--- config.mk ---
export PLATFORM = sky130hd
export DESIGN_NAME = game_player
export DESIGN_NICKNAME = d
export VERILOG_FILES = /design/src/rtl/game_player.sv
export SDC_FILE = /design/constraint.sdc
export NUM_CORES = 1
export LEC_CHECK = 0
export CORE_MARGIN = 3
export CORE_UTILIZATION = 29
export DETAILED_ROUTE_END_ITERATION = 10
export SETUP_SLACK_MARGIN = 0.5
export SLEW_MARGIN = 20
export SYNTH_ARGS = -nofsm -noshare
export SYNTH_HDL_FRONTEND = slang
export SYNTH_SLANG_ARGS = --single-unit
--- constraint.sdc ---
create_clock -name clk -period 3.49 [get_ports clk]
set_input_delay 0.349 -clock clk [delete_from_list [all_inputs] [get_ports clk]]
set_output_delay 0.349 -clock clk [all_outputs]
set_load 0.005 [all_outputs]
--- src/rtl/game_player.sv ---
// game_player: initiator-side driver for a game-state block. Accepts a
// command (seed, counter mode), loads it into the game-state instance,
// watches the game until it ends, times out or is aborted, and returns
// a result record over a valid/ready handshake.
module game_player #(
  parameter int unsigned COUNTER_SIZE = 4,
  parameter int unsigned MAX_CYCLES   = 1000
) (
  input  logic                    clk,
  input  logic                    reset,
  // command channel
  input  logic                    cmd_valid,
  output logic                    cmd_ready,
  input  logic [COUNTER_SIZE-1:0] cmd_seed,
  input  logic [1:0]              cmd_mode,
  input  logic                    abort,
  // towards game-state
  output logic                    INIT,
  output logic [COUNTER_SIZE-1:0] i_value,
  output logic [1:0]              control,
  // from game-state
  input  logic                    win,
  input  logic                    los,
  input  logic                    gameover,
  input  logic [1:0]              who,
  // result channel
  output logic                    res_valid,
  input  logic                    res_ready,
  output logic [1:0]              res_who,
  output logic                    res_timeout,
  output logic [4:0]              res_wins,
  output logic [4:0]              res_losses,
  output logic [15:0]             res_cycles,
  output logic                    busy
);

  typedef enum logic [1:0] {
    S_IDLE = 2'd0,
    S_LOAD = 2'd1,
    S_RUN  = 2'd2,
    S_DONE = 2'd3
  } state_t;

  localparam logic [15:0] BUDGET  = 16'(MAX_CYCLES);
  localparam logic [4:0]  TALLY_MAX = 5'd31;

  state_t      state;
  state_t      state_next;
  logic        cmd_accept;
  logic        budget_hit;
  logic [15:0] cycles_inc;

  // Handshake decodes come straight off the state register; reset masks
  // them so nothing is offered while reset is held.
  assign cmd_ready = (state == S_IDLE) && !reset;
  assign busy      = ((state == S_LOAD) || (state == S_RUN)) && !reset;

  // Next-state logic; RUN exits in priority order abort, gameover, budget.
  always_comb begin
    // NOTE: every signal written here gets a default first so no path
    // leaves it unassigned, which would otherwise infer a latch.
    state_next = state;
    cmd_accept = 1'b0;
    cycles_inc = res_cycles + 16'd1;
    budget_hit = (cycles_inc == BUDGET);
    unique case (state)
      S_IDLE: begin
        if (cmd_valid && cmd_ready) begin
          cmd_accept = 1'b1;
          state_next = S_LOAD;
        end
      end
      S_LOAD: state_next = S_RUN;
      S_RUN: begin
        if (abort)           state_next = S_IDLE;
        else if (gameover)   state_next = S_DONE;
        else if (budget_hit) state_next = S_DONE;
      end
      S_DONE: begin
        if (res_ready) state_next = S_IDLE;
      end
      default: state_next = S_IDLE;
    endcase
  end

  // State register.
  always_ff @(posedge clk) begin
    // NOTE: sequential state uses non-blocking assignments so every
    // register samples pre-edge values regardless of statement order.
    if (reset) state <= S_IDLE;
    else       state <= state_next;
  end

  // Registered outputs: load interface, tallies and result record.
  always_ff @(posedge clk) begin
    // NOTE: every register here is a control/result flop, so all of them
    // take the reset value; there is no storage array to leave unreset.
    if (reset) begin
      INIT        <= 1'b0;
      i_value     <= '0;
      control     <= 2'b00;
      res_valid   <= 1'b0;
      res_who     <= 2'b00;
      res_timeout <= 1'b0;
      res_wins    <= '0;
      res_losses  <= '0;
      res_cycles  <= '0;
    end else begin
      // INIT is high exactly for the LOAD cycle that follows an accept.
      INIT      <= cmd_accept;
      res_valid <= (state_next == S_DONE);

      if (cmd_accept) begin
        i_value     <= cmd_seed;
        control     <= cmd_mode;
        res_who     <= 2'b00;
        res_timeout <= 1'b0;
        res_wins    <= '0;
        res_losses  <= '0;
        res_cycles  <= '0;
      end

      if (state == S_RUN) begin
        // The terminating cycle is counted like any other RUN cycle.
        res_cycles <= cycles_inc;
        if (win && (res_wins != TALLY_MAX))   res_wins   <= res_wins + 5'd1;
        if (los && (res_losses != TALLY_MAX)) res_losses <= res_losses + 5'd1;
        if (!abort) begin
          if (gameover) begin
            // who is captured raw, including the 00/11 codes.
            res_who     <= who;
            res_timeout <= 1'b0;
          end else if (budget_hit) begin
            res_who     <= 2'b00;
            res_timeout <= 1'b1;
          end
        end
      end
    end
  end

endmodule

# Yosys cells after proc, flatten, opt, wreduce, memory -nomap -nowiden
# Index checks and enable logic that the tools add are counted.
[classes]
addsub = 3
eq_ne = 7
muxes = 26
reduce_logical = 9
[op_table]
columns = ["op", "count"]
rows = [
  ["$mux W16", 2],
  ["$mux W5", 6],
  ["$mux W2", 10],
  ["$add A16 B1 Y16 const B", 1],
  ["$eq A16 B10 Y1 const B", 1],
  ["$add A5 B1 Y5 const B", 2],
  ["$ne A5 B5 Y1 const B", 2],
  ["$pmux W2 S4", 1],
  ["$mux W1", 7],
  ["$eq A2 B2 Y1 const B", 3],
  ["$logic_and A1 B1 Y1", 5],
  ["$eq A2 B1 Y1 const B", 1],
  ["$logic_not A2 Y1", 1],
  ["$reduce_bool A2 Y1", 1],
  ["$logic_not A1 Y1", 1],
  ["$logic_or A1 B1 Y1", 1],
]
[word_totals]
register_bits = 39
in_bits = 16
out_inout_bits = 39
wordCells = 55

# Logic depth before layout (Yosys ltp)
# Gate-level depths: netlist of the first run.
[depth]
depth_word = 10
depth_mapped = 9
depth_no_buf = 9

# Worst setup path after synthesis of the first run
# No wires, ideal clock.
[synth_timing]
path_type = "register to register"
start = "reg res_cycles[2]"
end = "reg res_who[0]"
setup_ns = 0.116
arrival_time_ns = 1.911
t_required_ns = 3.374
setup_slack_ns = 1.463
path_stages_with_launch = 8
period_less_slack_ns = 2.027
cell_sequence = "dfxtp_1 buf_2 nand4_4 nor4_4 nand4_1 xor2_1 o2111ai_2 a41o_1"
[synth_between]
elab_chain_len = 6
[synth_rtl]
columns = ["element", "line", "source"]
rows = [
  ["start, declared", "33", "output logic [15:0] res_cycles,"],
  ["start signal, assigned", "125", "res_cycles <= cycles_inc;"],
  ["$add A16 B1 Y16", "64", "cycles_inc = res_cycles + 16'd1;"],
  ["$eq A16 B10 Y1", "65", "budget_hit = (cycles_inc == BUDGET);"],
  ["$mux W2", "133", "end else if (budget_hit) begin"],
  ["$mux W2", "129", "if (gameover) begin"],
  ["$mux W2", "128", "if (!abort) begin"],
  ["$mux W2", "123", "if (state == S_RUN) begin"],
  ["end signal, assigned", "131", "res_who <= who;"],
  ["end, declared", "29", "output logic [1:0] res_who,"],
]
# Every way passes these cells.
# A chain may end at the register's enable or synchronous reset.

# Worst setup path in the final report of the first run
[layout_timing]
start = "reg res_cycles[0]"
end = "reg res_cycles[12]"
[layout_between]
elab_chain_len = 2
[layout_rtl]
columns = ["element", "line"]
rows = [
  ["$add A16 B1 Y16", "64"],
  ["$mux W16", "123"],
]
# Every way passes these cells.

==> results_dict.tcl, run 1 <==
set metrics [dict create \
    slew_viol_final 0 \
    ys.flop_type "dfxtp_1" \
    final.setup.tns_ns 0 \
    finalCriticalPeriod_ns 2.473 \
    syn_area_sq_mm 0.002115 \
    tightest_slew_ns 0.6101 \
    synth_area_leaders "dfxtp_1 37%, ha_1 5.9%, a21oi_1 5.7%, o21ai_0 5.4%, nand2_1 4.6%" \
    worstPathRequired_ns 3.73 \
    period_share_pct 70.85 \
    grt_pass1_wl_microns 9528 \
    wl_per_cell_microns 13.87 \
    die_y_microns 91.39 \
    drc 0 \
    hold_viol_final 0 \
    grt_max_degree 40 \
    endpoint_kind "flip-flop" \
    initial_core_util_pct 30.45 \
    die-area_sq_mm 0.008352 \
    r2r_end "res_cycles[12]" \
    regArea_sq_um 780.7 \
    critPathCapture "res_cycles[12]" \
    drv_cap 0 \
    coreArea_sq_mm 0.006944 \
    die_w_microns 91.39 \
    ioPinCount 55 \
    cts_buffer_depth 2 \
    cts_setup_buffers 0 \
    htreeDepth 2 \
    fin_skew_ns 0.006189 \
    synth.avg_cell_area_sq_um 8.164 \
    grt-ovfl-total 0 \
    final-instance-count-excl-fill 407 \
    grt.total_usage_pct 13.93 \
    clk_pin_slew_ns 0.08 \
    power_density_mw_per_mm2 443.1 \
    netlist.top_cell.by_area "dfxtp_1" \
    fmax_ghz 0.4044 \
    leakagePower_nw 1.023 \
    ys_seq_area_share_pct 36.92 \
    r2r_slack_ns 1.02 \
    fin_ws_ns 1.017 \
    async_reset_ff_share_pct 0 \
    path_class "reg -> reg" \
    placed_cell_area_sq_mm 0.002746 \
    nFillCells 709 \
    vias 2081 \
    cts_buffers 5 \
    timing.rr.start "res_cycles[0]" \
    yosysWarningCount 0 \
    finalSetupViolations 0 \
    via_per_inst 5.113 \
    synthTopCellsByCount "39 x dfxtp_1, 26 x nand2_1, 24 x a21oi_1, 24 x nor2_1, 23 x o21ai_0" \
    peakVddDrop_v 0.0001939 \
    dr.pass1.iters 4 \
    rsz0062_at_grt "false" \
    reg2regPathDepth 6 \
    cts_resized 0 \
    synth_top_cell_area_share_pct 36.92 \
    cts_tree "yes" \
    startpoint "res_cycles[0]" \
    pre_cts_ws_ns 1.041 \
    antenna_cells 0 \
    worstSkewPairLatency_ns 0.31 \
    relSlewSlack_pct 59.18 \
    multi_input_area_sq_mm 0.001256 \
    place_congestion 0.8592 \
    yosysMostFrequentCell "dfxtp_1" \
    arrival_ns 2.71 \
    rows 30 \
    dp_cells 399 \
    synth_cell_types 45 \
    synth-edff-count 0 \
    design_area_sq_mm 0.002859 \
    cts_hold_buf 0 \
    routed_wl_microns 5644 \
    portBuffers 54 \
    antenna_left 0 \
    grt_antenna_before_repair 0 \
    grt_pass1_vias 1945 \
    syn-num-nets 285 \
    first_iter_violations 113 \
    area_growth_pct 35.21 \
    dp_hpwl_microns 3831 \
    ctsRootBufferMaster "clkbuf_8" \
    outcome "finished, final reports clean" \
    synth-seq-cells 39 \
    critPathMaxFanout 15 \
    drive_gt1_share_pct 6.109 \
    crit_path_start_kind "flip-flop" \
    hold_path.class "reg -> reg" \
    final_nets 336 \
    syn_inst 259 \
    cts_sinks 39 \
]
[how the worst min path moves through the flow]
stage,startpoint,end,slack [ns],cells after the start
floorplan,cmd_mode[0],control[0],0.46,2
global placement,control[1],control[1],0.46,2
detailed placement,control[0],control[0],0.47,2
global route,control[0],control[0],0.50,2
CTS,control[0],control[0],0.49,2
finish,i_value[2],i_value[2],0.48,2
[sequential cells by signal, summed over array words and instances, names as in the netlist]
| name | count |
|---|---|
| res_who | 2 |
| res_timeout | 1 |
| res_losses | 5 |
| state | 2 |
| res_valid | 1 |
| INIT | 1 |
| res_wins | 5 |
| control | 2 |
| i_value | 4 |
| res_cycles | 16 |
[critical path, cell delays in order (launching register included)]
cell and delay, ns:
dfxtp_1 0.52, ha_1 0.54, nand3_1 0.22, nor3_4 0.25, nand2_1 0.11, or4b_2 0.61, a21oi_1 0.15
[cell usage in the layout, fill, tap and decap left out, drive strengths merged, types with 4 or more instances in the layout]
cell and count:
nand4 5, a22oi 6, clkbuf 5, clkdlybuf4s50 54, ha 10, nor2 24, a31oi 5, a311oi 4
inv 7, nand2 26, o21ai 23, nand2b 8, a21oi 24, nor3 4, nand3 14, dfxtp 39
[layer usage]
metal	global-route usage, %	share of wire [%]	wire (microns)	up-vias
li1	-	-	-	1055
met1	18.55	47	2642	966
met2	21.49	46	2624	54
met3	4.722	5.7	321	6
met4	3.518	0.99	56	0
met5	0	0	0	-
[layout make-up]
cell class / count / area share, %
clock buffers: 5 / 2.407
multi-input cells: 200 / 43.94
repair buffers: 57 / 19.69
clock inverters: 3 / 1.532
well taps: 96 / 4.201
flip-flops and latches: 39 / 27.31
inverters: 7 / 0.9190
[report_power, final]
| group | switching (mW) | leakage [nW] | total [mW] | internal (mW) |
|---|---|---|---|---|
| combinational | 0.204 | 0.649 | 0.359 | 0.155 |
| clock | 0.179 | 0.0581 | 0.392 | 0.213 |
| sequential | 0.0358 | 0.316 | 0.516 | 0.480 |
| total | 0.419 | 1.02 | 1.27 | 0.848 |
[through the flow]
step / power [mW] / utilization (%) / hold slack, ns
after floorplan: 0.7286 / - / 0.4576
after global placement: 0.8836 / 39.55 / 0.4641
after detailed placement: 0.8853 / 39.55 / 0.4679
after CTS: 1.278 / 41.17 / 0.4851
after global routing: 1.348 / 41.17 / 0.4971
final: 1.267 / 41.17 / 0.4818
[cell families after synthesis]
group / count (synthesis) / share of synthesized area, %
adders and majority gates: 10 / 5.917
buffers and inverters: 20 / 3.669
AOI/OAI and AO/OA: 76 / 22.25
muxes: 3 / 1.420
xor gates and xnor gates: 5 / 2.071
DFF: 39 / 36.92
and+or+nand+nor: 106 / 27.75
No activity file was read; power rests on OpenSTA's default activity.
==> run 2: changes to the inputs <==
==> constraint.sdc (replaced) <==
create_clock -name clk -period 2.2 [get_ports clk]
set_input_delay 0.22 -clock clk [delete_from_list [all_inputs] [get_ports clk]]
set_output_delay 0.22 -clock clk [all_outputs]
set_load 0.005 [all_outputs]
==> run 2 against run 1 <==
Via count up 4.8%; first-iteration DRC count up 24%; clock skew down 0.0022 ns; cell count up 7.6%; final area up 15%; largest cell class unchanged; highest routed layer unchanged.
==> results_dict.tcl, run 2 (synthesized netlist as in run 1, its figures left out) <==
set metrics [dict create \
    power_density_mw_per_mm2 623.8 \
    pre_cts_ws_ns 0.1406 \
    ctsRootBufferMaster "clkbuf_8" \
    vias 2180 \
    critPathMaxFanout 7 \
    holdWs_ns 0.4778 \
    ioPinCount 55 \
    largest-register "res_cycles" \
    grt_pass1_vias 2041 \
    final_cell_mix "52 x clkdlybuf4s50_1, 32 x buf_4, 25 x dfxtp_1, 23 x a21oi_1, 22 x nand2_1" \
    period_share_pct 83.12 \
    worstPathRequired_ns 2.39 \
    coreArea_sq_mm 0.006944 \
    drv_cap 0 \
    hold_path.class "reg -> reg" \
    path_cells "nand2_2, nor4_4, buf_4, or4_4, a21oi_2, o2111ai_4, a41o_1" \
    power_frac_seq_pct 39.6 \
    outcome "finished, final reports clean" \
    rsz0062_at_grt "true" \
    p_int_mw 1.343 \
    clkPwrFrac_pct 23.9 \
    final_nets 367 \
    finalSetupViolations 0 \
    relSlewSlack_pct 73.73 \
    final-instance-count-excl-fill 438 \
    dr.pass1.iters 4 \
    routed_wl_microns 6037 \
    die_y_microns 91.39 \
    worst_path_max_delay_cell "or4_4" \
    grt.total_usage_pct 14.04 \
    swShare_pct 34.60 \
    design_area_sq_mm 0.003291 \
    clk_pin_slew_ns 0.08 \
    grt_max_degree 40 \
    final_common_cell "clkdlybuf4s50_1" \
    htreeDepth 2 \
    slew_viol_final 0 \
    slowest_delay_ns 0.42 \
    combPwrFrac_pct 36.5 \
    fin_ws_ns 0.3714 \
    via_per_inst 4.977 \
    drive_gt1_share_pct 26.90 \
    p_sw_mw 0.7103 \
    cp_top_family "simple AND/OR/NAND/NOR gates" \
    portBuffers 54 \
    area_growth_pct 55.62 \
    critical_path_buf_inv_count 1 \
    antenna_cells 0 \
    die_w_microns 91.39 \
    grt_antenna_before_repair 0 \
    cts_hold_buf 0 \
    arrival_ns 2.02 \
    top_regs "res_cycles: 16 flops, res_losses: 5 flops, res_wins: 5 flops" \
    finalCriticalPeriod_ns 1.829 \
    final.setup.tns_ns 0 \
    endpoint_kind "flip-flop" \
    peakVddDrop_v 0.0003226 \
    largest_register_ffs 16 \
    drc 0 \
    crit_path_start_kind "flip-flop" \
    placed_cell_area_sq_mm 0.002840 \
    first_iter_violations 140 \
    grt_pass1_wl_microns 9639 \
    cts_buffer_depth 2 \
    cts_tree "yes" \
    rows 30 \
    place_congestion 0.8090 \
    wl_per_cell_microns 13.78 \
    hold_viol_final 0 \
    grt-ovfl-total 0 \
    worstSkewPairLatency_ns 0.29 \
    dp_hpwl_microns 3919 \
    fmax_ghz 0.5469 \
    dp_cells 404 \
    antenna_left 0 \
    initial_core_util_pct 30.45 \
    tightest_slew_ns 0.3892 \
    cts_sinks 39 \
    cts_buffers 5 \
    die-area_sq_mm 0.008352 \
    leakagePower_nw 1.191 \
    path_class "reg -> reg" \
    fin_skew_ns 0.004019 \
]
run 2: repair_timing:
| item | in CTS | in global routing |
|---|---|---|
| setup buffers | 20 | 6 |
| endpoints found under the hold margin | 0 | 0 |
| setup endpoints to repair | 32 | 25 |
| gates resized for setup | 28 | 23 |
| pin swaps | 10 | 17 |
run 2: worst register-to-register path: cells and delay by family, from the launching register on:
family                 cells  cell delay, ns
buffers and inverters      1            0.14
AO/OA/AOI/OAI              3            0.59
flip-flops                 1            0.37
AND/OR/NAND/NOR            3            0.64
run 2: path summary, 6_finish.rpt:
kind                                     from          to  slack [ns]  cells past startpoint
worst min register to register     i_value[3]  i_value[3]        0.48                      2
worst max register to register  res_cycles[9]  res_who[1]        0.37                      7
worst max-delay path            res_cycles[9]  res_who[1]        0.37                      7
worst min-delay path               i_value[3]  i_value[3]        0.48                      2
run 2: final cells by class:
class | instances | area (sq um)
multi-input cells | 200 | 1413
flip-flops and latches | 39 | 823.3
clock buffers | 5 | 68.82
inverters | 7 | 36.28
repair buffers | 88 | 809.5
well taps | 96 | 120.1
fillers | 673 | 3654
clock inverters | 3 | 20.02
run 2: through the flow:
step | power (mW) | util [%]
2_1_floorplan | 1.165 | -
3_3_place_gp | 1.436 | 40.90
3_5_place_dp | 1.437 | 40.90
4_1_cts | 2.005 | 45.68
5_1_grt | 2.187 | 47.39
6_report | 2.053 | 47.39
run 2: metal layers:
| metal | GRT usage (%) | wire length [microns] | share of wire (%) | up-vias |
|---|---|---|---|---|
| met5 | 0 | 0 | 0 | - |
| met4 | 4.271 | 76 | 1.3 | 0 |
| met3 | 3.397 | 240 | 4.0 | 7 |
| met2 | 24.04 | 2983 | 49 | 50 |
| met1 | 17.26 | 2737 | 45 | 1010 |
| li1 | - | - | - | 1113 |
run 2: power groups by stage:
| stage | Combinational (mW) | Sequential [mW] | Clock [mW] |
|---|---|---|---|
| 3_3_place_gp | 0.602 | 0.834 | 0 |
| 5_1_grt | 0.831 | 0.820 | 0.536 |
| 3_5_place_dp | 0.601 | 0.835 | 0 |
| 6_report | 0.749 | 0.814 | 0.491 |
| 4_1_cts | 0.683 | 0.810 | 0.512 |
| 2_1_floorplan | 0.332 | 0.833 | 0 |
==> run 3: changes to the inputs <==
==> constraint.sdc (replaced) <==
create_clock -name clk -period 1.7 [get_ports clk]
set_input_delay 0.17 -clock clk [delete_from_list [all_inputs] [get_ports clk]]
set_output_delay 0.17 -clock clk [all_outputs]
set_load 0.005 [all_outputs]
==> run 3 against run 2 <==
The flow now finishes with violations (negative setup slack); wire length rose by 33%; die area did not move; setup slack got worse by 0.53 ns; via count up 19%; clock skew is 0.0047 ns higher; cell count grew 16%; power grew 67%; critical path depth unchanged; maximum frequency down 1.5%; utilization is 16 points higher; largest power group is now combinational logic; highest routed layer unchanged.
==> results_dict.tcl, run 3 (synthesized netlist as in run 1, its figures left out) <==
set metrics [dict create \
    antenna_left 0 \
    drv_cap 0 \
    cts_buffers 5 \
    dp_hpwl_microns 4429 \
    largest-register "res_cycles" \
    largest_register_ffs 16 \
    tightest_slew_ns 0.3437 \
    grt-ovfl-total 0 \
    fmax_ghz 0.5387 \
    leakagePower_nw 1.830 \
    wl_per_cell_microns 15.92 \
    period_share_pct 109.2 \
    place_congestion 0.8119 \
    multi_input_area_sq_mm 0.001790 \
    violations "negative setup slack" \
    area_growth_pct 107.6 \
    vias 2585 \
    grt.busiest_layer "met2" \
    regArea_sq_um 862.1 \
    cts_hold_buf 0 \
    final_common_cell "buf_4" \
    coreArea_sq_mm 0.006944 \
    rows 30 \
    cts_sinks 39 \
    p_sw_mw 1.228 \
    cts_tree "yes" \
    worstPathRequired_ns 1.90 \
    drive_gt1_share_pct 59.02 \
    grt_max_degree 23 \
    arrival_ns 2.05 \
    fin_skew_ns 0.008675 \
    gr-usage-met1_pct 21.92 \
    die_y_microns 91.39 \
    final.setup.tns_ns -0.7662 \
    startpoint "res_cycles[1]" \
    hold_path.class "in -> reg" \
    crit_path_start_kind "flip-flop" \
    p_int_mw 2.202 \
    hold_viol_final 0 \
    first_iter_violations 120 \
    rsz0062_at_grt "true" \
    via_per_inst 5.109 \
    finalSetupViolations 6 \
    portBuffers 54 \
    nFillCells 572 \
    grt_antenna_before_repair 0 \
    power_frac_seq_pct 30.7 \
    ioPinCount 55 \
    drc 0 \
    ctsRootBufferMaster "clkbuf_8" \
    clkPwrFrac_pct 19.6 \
    htreeDepth 2 \
    initial_core_util_pct 30.45 \
    peakVddDrop_v 0.0005001 \
    dr.pass1.iters 4 \
    routed_wl_microns 8058 \
    power_density_mw_per_mm2 781.3 \
    combPwrFrac_pct 49.7 \
    critPathMaxFanout 7 \
    outcome "finished with violations" \
    top_regs "res_cycles: 16 flops, res_losses: 5 flops, res_wins: 5 flops" \
    grtUsageMet2_pct 30.98 \
    final_cell_mix "64 x buf_4, 35 x buf_6, 20 x dlygate4sd2_1, 19 x clkdlybuf4s50_1, 18 x a21oi_1" \
    swShare_pct 35.80 \
    final_nets 435 \
    clk_pin_slew_ns 0.09 \
    worstSkewPairLatency_ns 0.30 \
    pre_cts_ws_ns -0.1796 \
    finalCriticalPeriod_ns 1.856 \
    endpoint_kind "flip-flop" \
    fin_ws_ns -0.1564 \
    die-area_sq_mm 0.008352 \
    use_met3_pct 3.397 \
    grt_pass1_wl_microns 12360 \
    die_w_microns 91.39 \
    relSlewSlack_pct 76.92 \
    antenna_cells 0 \
    slew_viol_final 0 \
    path_class "reg -> reg" \
    cts_buffer_depth 2 \
    hold_start "cmd_mode[1]" \
    grt_pass1_vias 2571 \
    grt.total_usage_pct 18.04 \
    timing.rr.start "res_cycles[1]" \
]
==> run 3: changes by cell type in the layout (fill, tap and decap cells not counted), sizes merged <==
| cell | delta |
|---|---|
| clkbuf | +5 |
| inv | +2 |
| clkdlybuf4s15 | +1 |
| dlymetal6s2s | +1 |
| buf | +77 |
| clkdlybuf4s50 | -33 |
| clkinvlp | -3 |
| dlygate4sd2 | +18 |
==> run 3: routing by layer <==
metal / vias up / wire [microns]
li1: 1254 / -
met3: 15 / 281
met2: 69 / 4199
met5: - / 0
met4: 0 / 152
met1: 1247 / 3425
==> run 3: power groups by stage <==
| stage | Sequential [mW] | Combinational [mW] | Clock, mW |
|---|---|---|---|
| 2_1_floorplan | 1.10 | 0.580 | 0 |
| 3_3_place_gp | 1.10 | 0.947 | 0 |
| 3_5_place_dp | 1.10 | 0.948 | 0 |
| 4_1_cts | 1.05 | 1.45 | 0.688 |
| 5_1_grt | 1.06 | 1.82 | 0.728 |
| 6_report | 1.05 | 1.70 | 0.673 |
==> run 3: final timing paths <==
path | endpoint | slack [ns] | cells past startpoint
worst max register to register | res_who[1] | -0.16 | 7
worst max-delay path | res_who[1] | -0.16 | 7
worst min register to register | control[0] | 0.47 | 2
worst min-delay path | control[1] | 0.43 | 3
==> run 3: cell type report <==
cell class | count | share of cell area [%]
Timing Repair Buffer | 156 | 33.71
Clock inverter | 2 | 0.2565
Multi-Input combinational cell | 200 | 40.78
Clock buffer | 6 | 1.881
Sequential cell | 39 | 19.64
Tap cell | 96 | 2.736
Inverter | 7 | 0.9974
==> run 3: what timing repair did <==
item | in CTS | in global routing
buffers inserted | 41 | 16
resized for setup | 169 | 59
pin swaps | 35 | 29
setup endpoints to repair | 78 | 55
gates cloned | 3 | 0
==> run 3: critical path, cell delays in order (launching register included) <==
cell and delay [ns]:
dfxtp_4 0.38, ha_4 0.20, buf_4 0.17, nor4_2 0.23
o21ai_1 0.11, a22oi_2 0.24, o2111ai_4 0.17, a41o_1 0.26
==> run 3: stage by stage <==
stage / instances / hold WS (ns) / utilization [%] / cell area (sq um) / power, mW
finish: 506 / 0.4277 / 63.23 / 4390 / 3.430
global route: 506 / 0.4413 / 63.23 / 4390 / 3.606
CTS: 490 / 0.4094 / 58.45 / 4059 / 3.195
floorplan: 259 / 0.2786 / - / 2414 / 1.682
global placement: 438 / 0.4621 / 47.14 / 3273 / 2.048
detailed placement: 438 / 0.4692 / 47.14 / 3273 / 2.051
